**config.mk**
```make
export PLATFORM = sky130hd
export DESIGN_NAME = invader_hit_detect
export DESIGN_NICKNAME = d
export VERILOG_FILES = /design/src/rtl/invader_hit_detect.sv
export SDC_FILE = /design/constraint.sdc
export NUM_CORES = 1
export LEC_CHECK = 0
export CORE_MARGIN = 5
export CORE_UTILIZATION = 49
export CTS_CLUSTER_SIZE = 8
export DETAILED_ROUTE_END_ITERATION = 8
export HOLD_SLACK_MARGIN = 0.1
export PLACE_DENSITY_LB_ADDON = 0.1
export SLEW_MARGIN = 20
export SYNTH_ARGS = -nofsm -noshare
export SYNTH_HDL_FRONTEND = slang
export SYNTH_SLANG_ARGS = --single-unit
```
**constraint.sdc**
```tcl
create_clock -name clk -period 5.14 [get_ports clk]
set_input_delay 0.771 -clock clk [delete_from_list [all_inputs] [get_ports clk]]
set_output_delay 0.771 -clock clk [all_outputs]
set_load 0.05 [all_outputs]
```
**src/rtl/invader_hit_detect.sv**
```systemverilog
// Per-frame bullet/invader collision check: locates the grid cell by repeated
// subtraction, tests the sprite box and alive bit, and masks the last two reported hits.
module invader_hit_detect #(
    parameter int COLS     = 11,
    parameter int ROWS     = 5,
    parameter int CELL_W   = 32,
    parameter int CELL_H   = 32,
    parameter int SPRITE_W = 24,
    parameter int SPRITE_H = 16
) (
    input  logic                 clk,
    input  logic                 rst,
    input  logic                 frame,
    input  logic                 bullet_active,
    input  logic [9:0]           bullet_x,
    input  logic [9:0]           bullet_y,
    input  logic [COLS*ROWS-1:0] invaders,
    input  logic [9:0]           invaders_x,
    input  logic [9:0]           invaders_y,
    output logic [5:0]           invader_collision,
    output logic                 hit_valid,
    output logic [5:0]           score_pts,
    output logic                 busy
);

    typedef enum logic [2:0] {IDLE, SNAP, DIVX, DIVY, CHECK, DONE} state_t;

    localparam int CW = $clog2(COLS);
    localparam int RW = $clog2(ROWS);
    localparam logic [10:0]   GRID_W  = 11'(COLS * CELL_W);
    localparam logic [10:0]   GRID_H  = 11'(ROWS * CELL_H);
    localparam logic [10:0]   CELL_WL = 11'(CELL_W);
    localparam logic [10:0]   CELL_HL = 11'(CELL_H);
    localparam logic [10:0]   SPR_WL  = 11'(SPRITE_W);
    localparam logic [10:0]   SPR_HL  = 11'(SPRITE_H);
    localparam logic [5:0]    NCOLS   = 6'(COLS);
    localparam logic [RW-1:0] ROW_MID = RW'(3);

    state_t                state_q, state_d;
    logic                  act_q, act_d;
    logic [9:0]            bx_q, bx_d, by_q, by_d, gx_q, gx_d, gy_q, gy_d;
    logic [COLS*ROWS-1:0]  inv_q, inv_d;
    logic [CW-1:0]         col_q, col_d;
    logic [RW-1:0]         row_q, row_d;
    logic [10:0]           rx_q, rx_d, ry_q, ry_d;
    logic [5:0]            result_q, result_d;
    logic [5:0]            mask0_q, mask0_d, mask1_q, mask1_d;
    logic [5:0]            coll_q, coll_d, score_q, score_d;
    logic                  hit_q, hit_d;

    logic [10:0] dx, dy;
    logic        outOfGrid;
    logic [5:0]  idx, idxP1;
    logic        hit;

    // Zero-extended subtraction keeps a grid near 1023 from aliasing a wrapped bullet.
    assign dx        = {1'b0, bx_q} - {1'b0, gx_q};
    assign dy        = {1'b0, by_q} - {1'b0, gy_q};
    assign outOfGrid = !act_q || dx[10] || dy[10] || (dx >= GRID_W) || (dy >= GRID_H);
    assign idx       = 6'(row_q) * NCOLS + 6'(col_q);
    assign idxP1     = idx + 6'd1;
    assign hit       = (rx_q < SPR_WL) && (ry_q < SPR_HL) && inv_q[idx]
                     && !((mask0_q != '0) && (mask0_q == idxP1))
                     && !((mask1_q != '0) && (mask1_q == idxP1));

    always_ff @(posedge clk or posedge rst) begin
        if (rst) begin
            state_q  <= IDLE;
            act_q    <= 1'b0;
            bx_q     <= '0;
            by_q     <= '0;
            gx_q     <= '0;
            gy_q     <= '0;
            inv_q    <= '0;
            col_q    <= '0;
            row_q    <= '0;
            rx_q     <= '0;
            ry_q     <= '0;
            result_q <= '0;
            mask0_q  <= '0;
            mask1_q  <= '0;
            coll_q   <= '0;
            score_q  <= '0;
            hit_q    <= 1'b0;
        end else begin
            state_q  <= state_d;
            act_q    <= act_d;
            bx_q     <= bx_d;
            by_q     <= by_d;
            gx_q     <= gx_d;
            gy_q     <= gy_d;
            inv_q    <= inv_d;
            col_q    <= col_d;
            row_q    <= row_d;
            rx_q     <= rx_d;
            ry_q     <= ry_d;
            result_q <= result_d;
            mask0_q  <= mask0_d;
            mask1_q  <= mask1_d;
            coll_q   <= coll_d;
            score_q  <= score_d;
            hit_q    <= hit_d;
        end
    end

    // A frame in any state restarts from a fresh snapshot, discarding a check in flight.
    always_comb begin
        state_d = state_q;
        if (frame) begin
            state_d = SNAP;
        end else begin
            case (state_q)
                IDLE:    state_d = IDLE;
                SNAP:    state_d = outOfGrid ? DONE : DIVX;
                DIVX:    if (rx_q < CELL_WL) state_d = DIVY;
                DIVY:    if (ry_q < CELL_HL) state_d = CHECK;
                CHECK:   state_d = DONE;
                DONE:    state_d = IDLE;
                default: state_d = IDLE;
            endcase
        end
    end

    always_comb begin
        act_d    = act_q;
        bx_d     = bx_q;
        by_d     = by_q;
        gx_d     = gx_q;
        gy_d     = gy_q;
        inv_d    = inv_q;
        col_d    = col_q;
        row_d    = row_q;
        rx_d     = rx_q;
        ry_d     = ry_q;
        result_d = result_q;
        mask0_d  = mask0_q;
        mask1_d  = mask1_q;
        coll_d   = coll_q;
        score_d  = score_q;
        hit_d    = 1'b0;
        if (frame) begin
            act_d = bullet_active;
            bx_d  = bullet_x;
            by_d  = bullet_y;
            gx_d  = invaders_x;
            gy_d  = invaders_y;
            inv_d = invaders;
        end else begin
            case (state_q)
                SNAP: begin
                    if (outOfGrid) begin
                        result_d = '0;
                    end else begin
                        col_d = '0;
                        rx_d  = dx;
                    end
                end
                DIVX: begin
                    if (rx_q >= CELL_WL) begin
                        rx_d  = rx_q - CELL_WL;
                        col_d = col_q + 1'b1;
                    end else begin
                        row_d = '0;
                        ry_d  = dy;
                    end
                end
                DIVY: begin
                    if (ry_q >= CELL_HL) begin
                        ry_d  = ry_q - CELL_HL;
                        row_d = row_q + 1'b1;
                    end
                end
                CHECK: result_d = hit ? idxP1 : 6'd0;
                DONE: begin
                    coll_d  = result_q;
                    mask1_d = mask0_q;
                    mask0_d = result_q;
                    if (result_q != '0) begin
                        hit_d = 1'b1;
                        if (row_q == '0)          score_d = 6'd30;
                        else if (row_q < ROW_MID) score_d = 6'd20;
                        else                      score_d = 6'd10;
                    end
                end
                default: ;
            endcase
        end
    end

    always_comb begin
        busy              = (state_q != IDLE);
        invader_collision = coll_q;
        hit_valid         = hit_q;
        score_pts         = score_q;
    end

endmodule

```
==> impl_metrics.tcl, run 1 <==
set metrics [dict create \
    grt_pass1_wl_mm 30.7 \
    ant_nets 0 \
    fp-row-count 47 \
    hpwl_mm 12.8 \
    syn_area_per_cell_um2 10.9 \
    synth_seq_cells 149 \
    die_h_um 139 \
    startpoint_type "flop" \
    placed_cells 1047 \
    drt_wl_total_mm 17.6 \
    synthFlopType "dfrtp_1" \
    netlist.area_leader.share 0.457 \
    skew_ps 14.4 \
    finalSetupViolCount 0 \
    gp_congestion 0.797 \
    cts_buffer_depth 2 \
    cp.arrival_ps 4470 \
    tightest_slew_ps 1060 \
    vias_per_cell 5.56 \
    ys_types 66 \
    rsz0062_at_grt "no" \
    yosys-top-cells-count "149 x dfrtp_1, 91 x mux2_2, 60 x nand2_1, 51 x o21ai_0, 47 x nor2_1" \
    synth_area_mm2 0.00816 \
    drtIter0Drc 368 \
    overflow 0 \
    cap_viol_max_count 0 \
    syn_inst 749 \
    crit_required_ps 5450 \
    min-delay-start "col_q[3]" \
    vdd_drop_max_v 0.000256 \
    h-tree-depth 4 \
    power_density_mw_per_mm2 380 \
    clkTransAtPathRegs_ps 60 \
    finalCriticalPeriod_ps 4170 \
    synth_seq_area_share 0.457 \
    ios 113 \
    ys_top_cells_by_area "dfrtp_1 46%, mux2_2 13%, ha_1 5.8%" \
    antenna_found_initial 0 \
    num_antenna_cells 0 \
    outcome "finished clean" \
    cts_hold_repair.buffers 0 \
    tritoncts "done" \
    synth.most_common_cell "dfrtp_1" \
    path_max_fanout 15 \
    grt_pass1_vias 6368 \
    grt_max_degree 120 \
    startpoint "row_q[2]" \
    clock_sink_count 149 \
    core_mm2 0.0165 \
    relSlewSlack 0.289 \
    hold_viol 0 \
    power_leakage_uw 0.00435 \
    ys_warn_count 0 \
    post-synth-top-area-cell "dfrtp_1" \
    crit_type "reg -> reg" \
    die_x_um 139 \
    cts_resized 0 \
    insertion_delay_ps 430 \
    drt-wirelength-per-cell_um 16.3 \
    start_util 0.496 \
    drc 0 \
    reg2reg_from "row_q[2]" \
    critPathCaptureType "flop" \
    first_pass_iters 5 \
    grt_usage 0.190 \
    layout.nets 988 \
    async_flop_share 1.00 \
    cts_root_buf "clkbuf_16" \
    fin_cells 1079 \
    port_buffers 110 \
    postCtsSetupBuffers 0 \
    period_share 0.811 \
    synth_edf_count 0 \
    numCtsBuffers 17 \
    num_vias 6001 \
    dieArea_mm2 0.0193 \
    area_delta_synth_final_pct 22.9 \
    drv_slew 0 \
    drive_gt1_frac 0.173 \
    holdWs_ps 451 \
    final.setup.tns_ps 0 \
    max_freq_mhz 240 \
    holdCritPathClass "reg -> reg" \
]
-- state kept, by name, summed over array words and instances, names as in the netlist --
name               cells
by_q                  10
ry_q                  11
bx_q                  10
invader_collision      6
col_q                  4
row_q                  3
rx_q                  11
result_q               6
act_q                  1
inv_q                 55
score_pts              2
gx_q                  10
gy_q                  10
state_q                3
hit_valid              1
mask1_q                6
-- kinds of logic after synthesis --
| kind of cell | Yosys count | share of synthesized area |
|---|---|---|
| flip-flops | 149 | 0.457 |
| adder cells (fa/ha/maj) | 43 | 0.0705 |
| XOR/XNOR | 29 | 0.0320 |
| other | 1 | 0.000459 |
| AO/OA/AOI/OAI | 165 | 0.130 |
| AND/OR/NAND/NOR | 175 | 0.102 |
| multiplexers | 108 | 0.168 |
| buffers and inverters | 79 | 0.0396 |
-- critical path, cell delays in order (launching register included) --
cell,delay (ps)
dfrtp_1,480
inv_1,80
ha_1,290
inv_1,50
fa_1,530
inv_1,60
fa_1,940
mux4_2,390
mux2_2,280
a2111oi_1,480
a2111oi_2,140
a32o_1,310
-- path summary, 6_finish.rpt --
kind / endpoint / slack [ps] / cells after the start
min: col_q[3] / 450 / 1
max: result_q[1] / 970 / 11
min reg2reg: col_q[3] / 450 / 1
max reg2reg: result_q[1] / 970 / 11
min in group asynchronous: by_q[1] / 900 / 2
max in group asynchronous: rx_q[10] / 3290 / 3
-- stage by stage --
step	power (µW)	cell area, µm²	setup WS [ps]	utilization
2_1_floorplan	2210	8170	361	-
3_3_place_gp	2460	9400	1120	0.571
3_5_place_dp	2500	9400	960	0.571
4_1_cts	3860	10000	952	0.609
5_1_grt	4040	10000	621	0.609
6_report	3820	10000	973	0.609
-- final cells by class --
cell class | instances | area (µm²)
Tap cell | 220 | 275
Fill cell | 1322 | 6430
Multi-Input combinational cell | 522 | 4110
Timing Repair Buffer | 112 | 1110
Clock buffer | 17 | 425
Sequential cell | 149 | 3730
Inverter | 44 | 173
Clock inverter | 15 | 205
-- routing by layer --
layer  vias up  global-route usage  part of all wire
li1       2882                   -                 -
met4         0              0.0675             0.016
met1      2937               0.250              0.46
met2       153               0.315              0.49
met5         -                   0                 0
met3        29              0.0407             0.042
-- layout by cell type, fill, tap and decap left out, drive strengths merged, types with 3 or more instances in the layout --
cell	Yosys	final
xor2	16	16
a22oi	4	4
o21a	11	11
and2	5	5
clkbuf	24	17
buf	11	3
nand3	9	9
or3	4	4
a31oi	7	7
nand2b	9	9
a211oi	7	7
o2bb2ai	3	3
mux2	91	91
dfrtp	149	149
o21ai	59	59
inv	44	54
nor2	47	47
ha	38	38
fa	5	5
a211o	3	3
nor3b	5	5
a32o	4	4
nand4	6	6
nor4	4	4
a21oi	35	35
xnor2	13	13
a21o	5	5
nor3	11	11
mux4	14	14
clkdlybuf4s50	0	109
o31ai	3	3
o2111ai	4	4
nand2	60	60
mux2i	3	3
nor2b	8	8
bufinv	0	3
-- power by group --
| group | switching, µW | internal (µW) | leakage [µW] | total, µW |
|---|---|---|---|---|
| clock | 551 | 788 | 0.000312 | 1340 |
| sequential | 87.8 | 1290 | 0.00184 | 1380 |
| combinational | 584 | 515 | 0.00220 | 1100 |
(Power assumes the default switching activity.)
==> inputs of run 2 (changes only) <==
- clock period: 5.14 -> 3.9 ns (I/O delays scaled with it)
==> run 2 against run 1 <==
  * Maximum frequency grew 13%
  * Critical endpoint unchanged
  * Utilization is 0.60 points higher
  * Register-to-register slack lost 760 ps
  * Clock skew fell by 5.1 ps
  * Sequential power rose by 32%
  * Critical path depth is 1 higher
  * Die area unchanged
  * Combinational power increased by 42%
  * Setup slack worse by 760 ps
==> impl_metrics.tcl, run 2 (same netlist as run 1, synthesis figures left out) <==
set metrics [dict create \
    outcome "finished clean" \
    vdd_drop_max_v 0.000315 \
    reg_top3 "inv_q: 55 flops, rx_q: 11 flops, ry_q: 11 flops" \
    crit_required_ps 4210 \
    power_uw 5030 \
    cts_root_buf "clkbuf_16" \
    tightest_slew_ps 878 \
    cpMostUsedCell "ha_1" \
    insertion_delay_ps 420 \
    antenna_found_initial 0 \
    fp-row-count 47 \
    grt_usage 0.191 \
    drt-wirelength-per-cell_um 16.5 \
    grt_max_degree 150 \
    skew_ps 9.28 \
    cts_hold_repair.buffers 0 \
    num_antenna_cells 0 \
    layout_common_cells "149 x dfrtp_1, 109 x clkdlybuf4s50_1, 91 x mux2_2, 60 x nand2_1, 51 x o21ai_0" \
    start_util 0.496 \
    grt_pass1_wl_mm 30.5 \
    r2r_slack_ps 220 \
    path_max_fanout 10 \
    ant_nets 0 \
    overflow 0 \
    timing.final.ws_setup_ps 218 \
    largest_reg_flops 55 \
    reg2reg_from "row_q[0]" \
    tritoncts "done" \
    num_vias 5989 \
    critPathCaptureType "flop" \
    final_common_cell "dfrtp_1" \
    holdWs_ps 470 \
    power_leakage_uw 0.00440 \
    fillers 1330 \
    regMostFlops "inv_q" \
    numCtsBuffers 17 \
    cts_buffer_depth 2 \
    startpoint "row_q[0]" \
    hold_viol 0 \
    drive_gt1_frac 0.189 \
    finalSetupViolCount 0 \
    core_mm2 0.0165 \
    dieArea_mm2 0.0193 \
    slowest_delay_ps 490 \
    grt_pass1_vias 6333 \
    period_share 0.944 \
    min-delay-start "col_q[3]" \
    drc 0 \
    drv_slew 0 \
    r2r_cells 12 \
    cp.arrival_ps 3990 \
    startpoint_type "flop" \
    ios 113 \
    power_density_mw_per_mm2 497 \
    postCtsSetupBuffers 0 \
    cts_resized 0 \
    h-tree-depth 4 \
    clock_sink_count 149 \
    hpwl_mm 13.1 \
    cp_top_family "adder cells" \
    finalCriticalPeriod_ps 3680 \
    drt_wl_total_mm 18.0 \
    crit_path_end "result_q[1]" \
    worstPathBufferInverterCount 3 \
    holdCritPathClass "reg -> reg" \
    gp_congestion 0.863 \
    rsz0062_at_grt "yes" \
    relSlewSlack 0.414 \
    first_pass_iters 4 \
    clkTransAtPathRegs_ps 60 \
    max_freq_mhz 272 \
    final.setup.tns_ps 0 \
    drtIter0Drc 387 \
    crit_type "reg -> reg" \
    die_x_um 139 \
    crit_cells 12 \
    cap_viol_max_count 0 \
    port_buffers 110 \
    die_h_um 139 \
    worstReg2RegEnd "result_q[1]" \
    cp_slowest_cell "dfrtp_1" \
    layout.nets 995 \
    crit_path_cell_trace "inv_1 -> ha_1 -> ha_1 -> ha_1 -> inv_1 -> fa_1 -> buf_4 -> mux4_2 -> mux2_2 -> a2111oi_2 -> a2111oi_4 -> a32o_1" \
    area_delta_synth_final_pct 24.2 \
    dpl_worst_slack_ps 143 \
    vias_per_cell 5.51 \
]
[run 2: cell count changes in the layout (fill, tap and decap cells not counted), moves of 2 or more]
| cell | previous run | this run |
|---|---|---|
| buf_4 | 3 | 9 |
| bufinv_16 | 3 | 1 |
| clkinv_4 | 2 | 0 |
| inv_6 | 6 | 8 |
| xnor2_1 | 13 | 10 |
| xnor2_2 | 0 | 3 |
[run 2: worst register-to-register path, delay by kind of cell (launching register included)]
family / cells / cell delay (ps)
adder cells (fa/ha/maj): 4 / 1280
AO/OA/AOI/OAI: 3 / 860
multiplexers: 2 / 610
flip-flops: 1 / 490
buffers and inverters: 3 / 330
[run 2: how the worst min path moves through the flow]
stage	endpoint	cells past startpoint	slack [ps]
floorplan	col_q[3]	1	420
global placement	col_q[3]	1	440
detailed placement	col_q[3]	1	450
CTS	col_q[3]	1	470
global route	col_q[3]	1	480
finish	col_q[3]	1	470
[run 2: report_power, final]
| part | leakage (µW) | total [µW] | internal, µW | switching [µW] |
|---|---|---|---|---|
| Clock | 0.000296 | 1660 | 921 | 738 |
| Combinational | 0.00226 | 1560 | 724 | 833 |
| Sequential | 0.00184 | 1820 | 1700 | 114 |
[run 2: cell type report]
class,instances,area (µm²),share of cell area
Sequential cell,149,3730,0.368
Tap cell,220,275,0.0272
Timing Repair Buffer,119,1180,0.116
Inverter,44,169,0.0167
Multi-Input combinational cell,522,4190,0.413
Clock inverter,15,168,0.0165
Clock buffer,17,425,0.0420
[run 2: per-stage QoR]
step,cell area (µm²),utilization,instances
3_3_place_gp,9470,0.575,1054
6_report,10100,0.615,1086
3_5_place_dp,9470,0.575,1054
4_1_cts,10100,0.611,1086
5_1_grt,10100,0.615,1086
2_1_floorplan,8170,-,750
[run 2: per-layer routing]
layer,global-route usage,part of all wire
met1,0.257,0.45
met2,0.311,0.49
met3,0.0424,0.048
met4,0.0602,0.015
met5,0,0
==> variant 1 (flow settings as in run 2) <==
Register the input `invaders_y` before use. The logic sees it one clock later. The other inputs are not delayed to match.
--- a/src/rtl/invader_hit_detect.sv
+++ b/src/rtl/invader_hit_detect.sv
@@ -35,6 +35,12 @@
     localparam logic [10:0]   SPR_HL  = 11'(SPRITE_H);
     localparam logic [5:0]    NCOLS   = 6'(COLS);
     localparam logic [RW-1:0] ROW_MID = RW'(3);
+
+    logic [9:0] invaders_y_q;
+
+    always_ff @(posedge clk) begin
+        invaders_y_q <= invaders_y;
+    end
 
     state_t                state_q, state_d;
     logic                  act_q, act_d;
@@ -143,7 +149,7 @@
             bx_d  = bullet_x;
             by_d  = bullet_y;
             gx_d  = invaders_x;
-            gy_d  = invaders_y;
+            gy_d  = invaders_y_q;
             inv_d = invaders;
         end else begin
             case (state_q)
Behaviour: not the same (a bounded check fails within 4 cycles, from zero or initial values and one cycle with rst high).
==> variant 1 against run 2 <==
  * Sequential share of layout area grew 1.1 points
  * Synthesized cell count decreased by 1.3%
  * Synthesized area is 2.1% higher
  * Maximum frequency down 2.5%
  * Global-route usage is 0.34 points lower
  * Sequential cell count increased by 10
  * Routed wire length is 0.74% lower
  * Clock power rose by 5%
  * Total power fell by 2.6%
  * Final area increased by 2.4%
  * Setup slack worse by 0.093 ns
  * Combinational power is 20% lower
  * Clock skew up 0.0011 ns
  * Hold slack worse by 0.025 ns
  * Largest cell class unchanged
==> variant 1: results (changes against run 2) <==
Outcome
  • Outcome: finished clean

Clocking
  • CTS buffer count: 17 (unchanged)
  • Clock transition at path regs: roughly 0.07 ns
  • Root buffer cell: clkbuf_16
  • Worst-Skew Late Latency: about 0.43 ns
  • H-tree depth: 4 (unchanged)
  • Max Buffers Root-to-Sink: 2 (unchanged)

Yosys
  • Post-synthesis register bit count: 159 (+6.7%)
  • Async set-reset flop share out of synthesis: 93.7% (-6.3 points)
  • Yosys warns: 0 (unchanged)
  • Netlist cell types: 66 (unchanged)
  • Yosys top cell area share: 44.7% (-0.94 points)
  • Synth top area cells: dfrtp_1, mux2_2, ha_1, mux4_2, o21ai_0
  • Sequential share of the synthesized area: 47.1% (+1.5 points)
  • Post-synth top cells: dfrtp_1, mux2_2, inv_1

Cells and area
  • Fraction of layout cells with a size suffix above 1: 20.4% (+1.5 points)
  • Filler cells: 1341 (+0.83%)
  • Biggest regs: inv_q x55, rx_q x11, ry_q x11
  • ANT cells: 0 (unchanged)
  • Layout Nets: 995 (unchanged)

STA
  • Least-Margin Pin Slew: 0.871 ns (-0.00740 ns)
  • Layout Skew: 0.0104 ns (+0.00113 ns)

Worst setup path
  • Worst r2r path cells: 12 (unchanged)
  • Reg-to-Reg End: result_q[1]$_DFFE_PP0P_
  • Max stage delay on crit path: 0.63 ns (+0.14 ns)
  • Slowest CP cell: fa_2
  • Delay-heaviest family, CP: adder cells
  • Reg2Reg Setup Slack: 0.12 ns (-0.09 ns)
  • Critical path peak fanout: 6 (-4)
  • Reg2Reg Launch Point: row_q[0]$_DFFE_PP0P_

Route
  • Iteration-0 DRC count of the detailed router: 270 (-30%)
  • Pre-antenna DRT Iters: 4 (unchanged)
  • Post-Route WL: 17800 µm (-0.74%)
  • Via count: 5900 (-1.5%)

Placement
  • Gpl congestion: 0.828 (-4.1%)
  • Post-place setup slack: -0.0921 ns (-0.235 ns)
  • Post-DP HPWL: 13000 µm (-0.67%)
  • # port buffers: 110 (unchanged)

Global routing
  • GRT Total Usage: 18.8% (-0.34 points)
  • GR Layer Usage met3: 4.29% (+0.053 points)
  • Initial antenna violation count: 0 (unchanged)
  • Met1 usage: 26.0% (+0.28 points)
  • Vias in the first global route: 6252 (-1.3%)
  • Routing usage on met2: 29.8% (-1.3 points)
  • First-pass GRT wire length: 30300 µm (-0.66%)
  • Largest net degree at the start of global routing: 150 (unchanged)

Min path
  • WHS Endpoint: gy_q[8]$_DFFE_PP0P_
  • Hold WC Path Type: flop to flop
  • Hold-critical path depth: 2 (+1)
  • Min-delay src: invaders_y_q[8]$_DFF_P_

Power
  • Maximum VDD drop: 0.357 mV (+14%)
  • Pleak: 4.56 nW (+3.6%)
-- variant 1: cell count changes after synthesis, moves of 5 or more --
cell	run 2	this run
a21oi_1	33	28
inv_1	44	51
o21a_1	11	4
nor2_1	47	38
nand2_1	60	49
dfxtp_1	0	10
o21ai_1	7	1
-- variant 1: cells by family after synthesis --
logic type / after synthesis / synth area share (%)
simple gates: 161 / 9.53
mux: 114 / 17.4
compound gates: 150 / 11.7
xor+xnor: 27 / 3.09
other cells: 1 / 0.0450
buf+inv: 84 / 4.19
flops: 159 / 47.1
fa+ha+maj: 43 / 6.91
-- variant 1: cell type report --
| class | instances | area (µm²) | share of cell area, % |
|---|---|---|---|
| multi-input combinational | 497 | 4110 | 39.6 |
| sequential | 159 | 3930 | 37.9 |
| timing repair buffer | 127 | 1240 | 12.0 |
| clock buffer | 17 | 425 | 4.10 |
| tap | 220 | 275 | 2.65 |
| clock inverter | 15 | 200 | 1.93 |
| inverter | 51 | 195 | 1.88 |
-- variant 1: worst max path at each step --
stage	from	end	slack [ns]	cells after the start
finish	row_q[0]$_DFFE_PP0P_	result_q[1]$_DFFE_PP0P_	0.12	12
detailed placement	row_q[1]$_DFFE_PP0P_	result_q[0]$_DFFE_PP0P_	-0.09	12
global placement	row_q[1]$_DFFE_PP0P_	result_q[0]$_DFFE_PP0P_	0.06	12
floorplan	row_q[2]$_DFFE_PP0P_	result_q[0]$_DFFE_PP0P_	0.16	13
global route	row_q[0]$_DFFE_PP0P_	result_q[3]$_DFFE_PP0P_	-0.02	13
CTS	row_q[1]$_DFFE_PP0P_	result_q[0]$_DFFE_PP0P_	0.06	12
-- variant 1: report_power, final --
group	internal, mW	switching [mW]	total [mW]	leakage, nW
combinational	0.629	0.620	1.25	2.33
sequential	1.80	0.0979	1.90	1.92
clock	1.03	0.726	1.75	0.304
-- variant 1: timing repair --
action                     CTS  global route
gates resized for setup      2             9
setup endpoints to repair    6             6
pin swaps                    0             2
buffers inserted             0             4
gates cloned                 0             0
-- variant 1: through the flow --
| step | area, µm² | cells | hold WS, ns |
|---|---|---|---|
| finish | 10400 | 1086 | 0.444 |
| detailed placement | 9670 | 1050 | 0.425 |
| floorplan | 8340 | 740 | 0.414 |
| global route | 10400 | 1086 | 0.476 |
| CTS | 10300 | 1082 | 0.448 |
| global placement | 9670 | 1050 | 0.429 |
-- variant 1: metal layers --
metal	share of wire, %	routed length, µm	vias to the layer above
li1	-	-	2873
met1	47	8460	2900
met2	47	8390	107
met3	4.0	722	20
met4	1.5	263	0
met5	0	0	-
==> variant 2 (flow settings as in run 2) <==
Made on the original files. `ROWS`: 5 -> 10.
--- a/src/rtl/invader_hit_detect.sv
+++ b/src/rtl/invader_hit_detect.sv
@@ -2,7 +2,7 @@
 // subtraction, tests the sprite box and alive bit, and masks the last two reported hits.
 module invader_hit_detect #(
     parameter int COLS     = 11,
-    parameter int ROWS     = 5,
+    parameter int ROWS     = 10,
     parameter int CELL_W   = 32,
     parameter int CELL_H   = 32,
     parameter int SPRITE_W = 24,
Ports: changed (resized invaders); port bits go from 113 to 168. No check against the original RTL was run, so the function may have changed too.
==> variant 2 against run 2 <==
  * Synthesized area up 6.2%
  * Sequential power up 6%
  * Setup slack worse by 0.094 ns
  * Non-clock buffer count up 24
  * Sequential cell count up 10
  * Total power up 8.4%
  * Routed wire length up 5.9%
  * Final area up 7.3%
  * Clock power up 4%
  * Critical endpoint is now result_q[2]$_DFFE_PP0P_
==> variant 2: results (changes against run 2) <==
Outcome
  • Outcome: finished clean

Worst setup path
  • Slowest CP cell: fa_1
  • Reg2Reg Setup Slack: 0.12 ns (-0.09 ns)
  • Critical path peak fanout: 5 (-5)
  • Worst EP arrival: 4.14 ns (+0.15 ns)

Floorplan
  • Die Footprint: 20400 µm² (+5.7%)

Cells and area
  • FFs & Latches: 159 (+6.7%)
  • Plain + repair buffers: 143 (+20%)
  • Filler cells: 1362 (+2.4%)
  • Flip-flop and latch area: 3980 µm² (+6.7%)
  • Fraction of layout cells with a size suffix above 1: 21.7% (+2.8 points)
  • Biggest regs: inv_q x64, rx_q x11, ry_q x11
  • Core Util, Final: 62.9% (+1.3 points)
  • Area of the multi-input gates: 4440 µm² (+6.0%)
  • Multi-input gates: 529 (+1.3%)

Placement
  • Post-DP Area: 10200 µm² (+7.5%)
  • Gpl congestion: 0.808 (-6.3%)

STA
  • FMAX: 265 MHz (-2.5%)
  • Layout Skew: 0.00927 ns (-0.00000567 ns)

Route
  • Metal-1 WL: 8760 µm (+8.6%)
  • Routed length on met3: 865 µm (+0.70%)
  • Routed wire length per instance: 16.8 µm (+1.5%)
  • Pre-antenna DRT Iters: 5 (+1)
  • Via count: 6291 (+5.0%)
  • Via/cell ratio: 5.55 (+0.69%)

Yosys
  • Sequential share of the synthesized area: 45.9% (+0.22 points)
  • Synth top area cells: dfrtp_1, mux2_2, ha_1, mux4_2, nand2_1
  • Post-synth top cells: dfrtp_1, mux2_2, nand2_1
  • Multiplexer share of the synthesized area: 18.0% (+1.2 points)
  • Syn avg cell area: 11.3 µm² (+3.4%)
  • Post-synthesis compound-gate area fraction: 11.7% (-1.4 points)

Global routing
  • GRT Total Usage: 19.6% (+0.47 points)
  • First-pass GRT wire length: 32400 µm (+6.0%)

Min path
  • WHS Endpoint: rx_q[1]$_DFFE_PP0P_
  • Min-delay src: rx_q[1]$_DFFE_PP0P_

Clocking
  • Post-CTS resize count: 4 (+4)

Power
  • Pleak: 4.75 nW (+7.9%)
[variant 2: power groups by stage]
stage | sequential [mW] | clock, mW | combinational, mW
final | 1.93 | 1.72 | 1.80
after global routing | 1.96 | 1.82 | 1.99
after CTS | 1.93 | 1.75 | 1.74
after detailed placement | 1.96 | 0 | 1.70
after global placement | 1.95 | 0 | 1.65
after floorplan | 1.92 | 0 | 1.21
[variant 2: routing by layer]
layer,GRT usage [%],up-vias
met5,0,-
met3,4.69,23
met1,26.9,3110
met2,31.7,133
li1,-,3025
met4,4.80,0
[variant 2: cells by family (layout without fill, tap and decap cells)]
kind of cell | after synthesis | count (layout)
and+or+nand+nor | 177 | 177
AOI/OAI and AO/OA | 150 | 150
DFF | 159 | 159
other | 1 | 2
buffers and inverters | 82 | 220
xor gates and xnor gates | 32 | 32
muxes | 123 | 123
adders and majority gates | 45 | 45
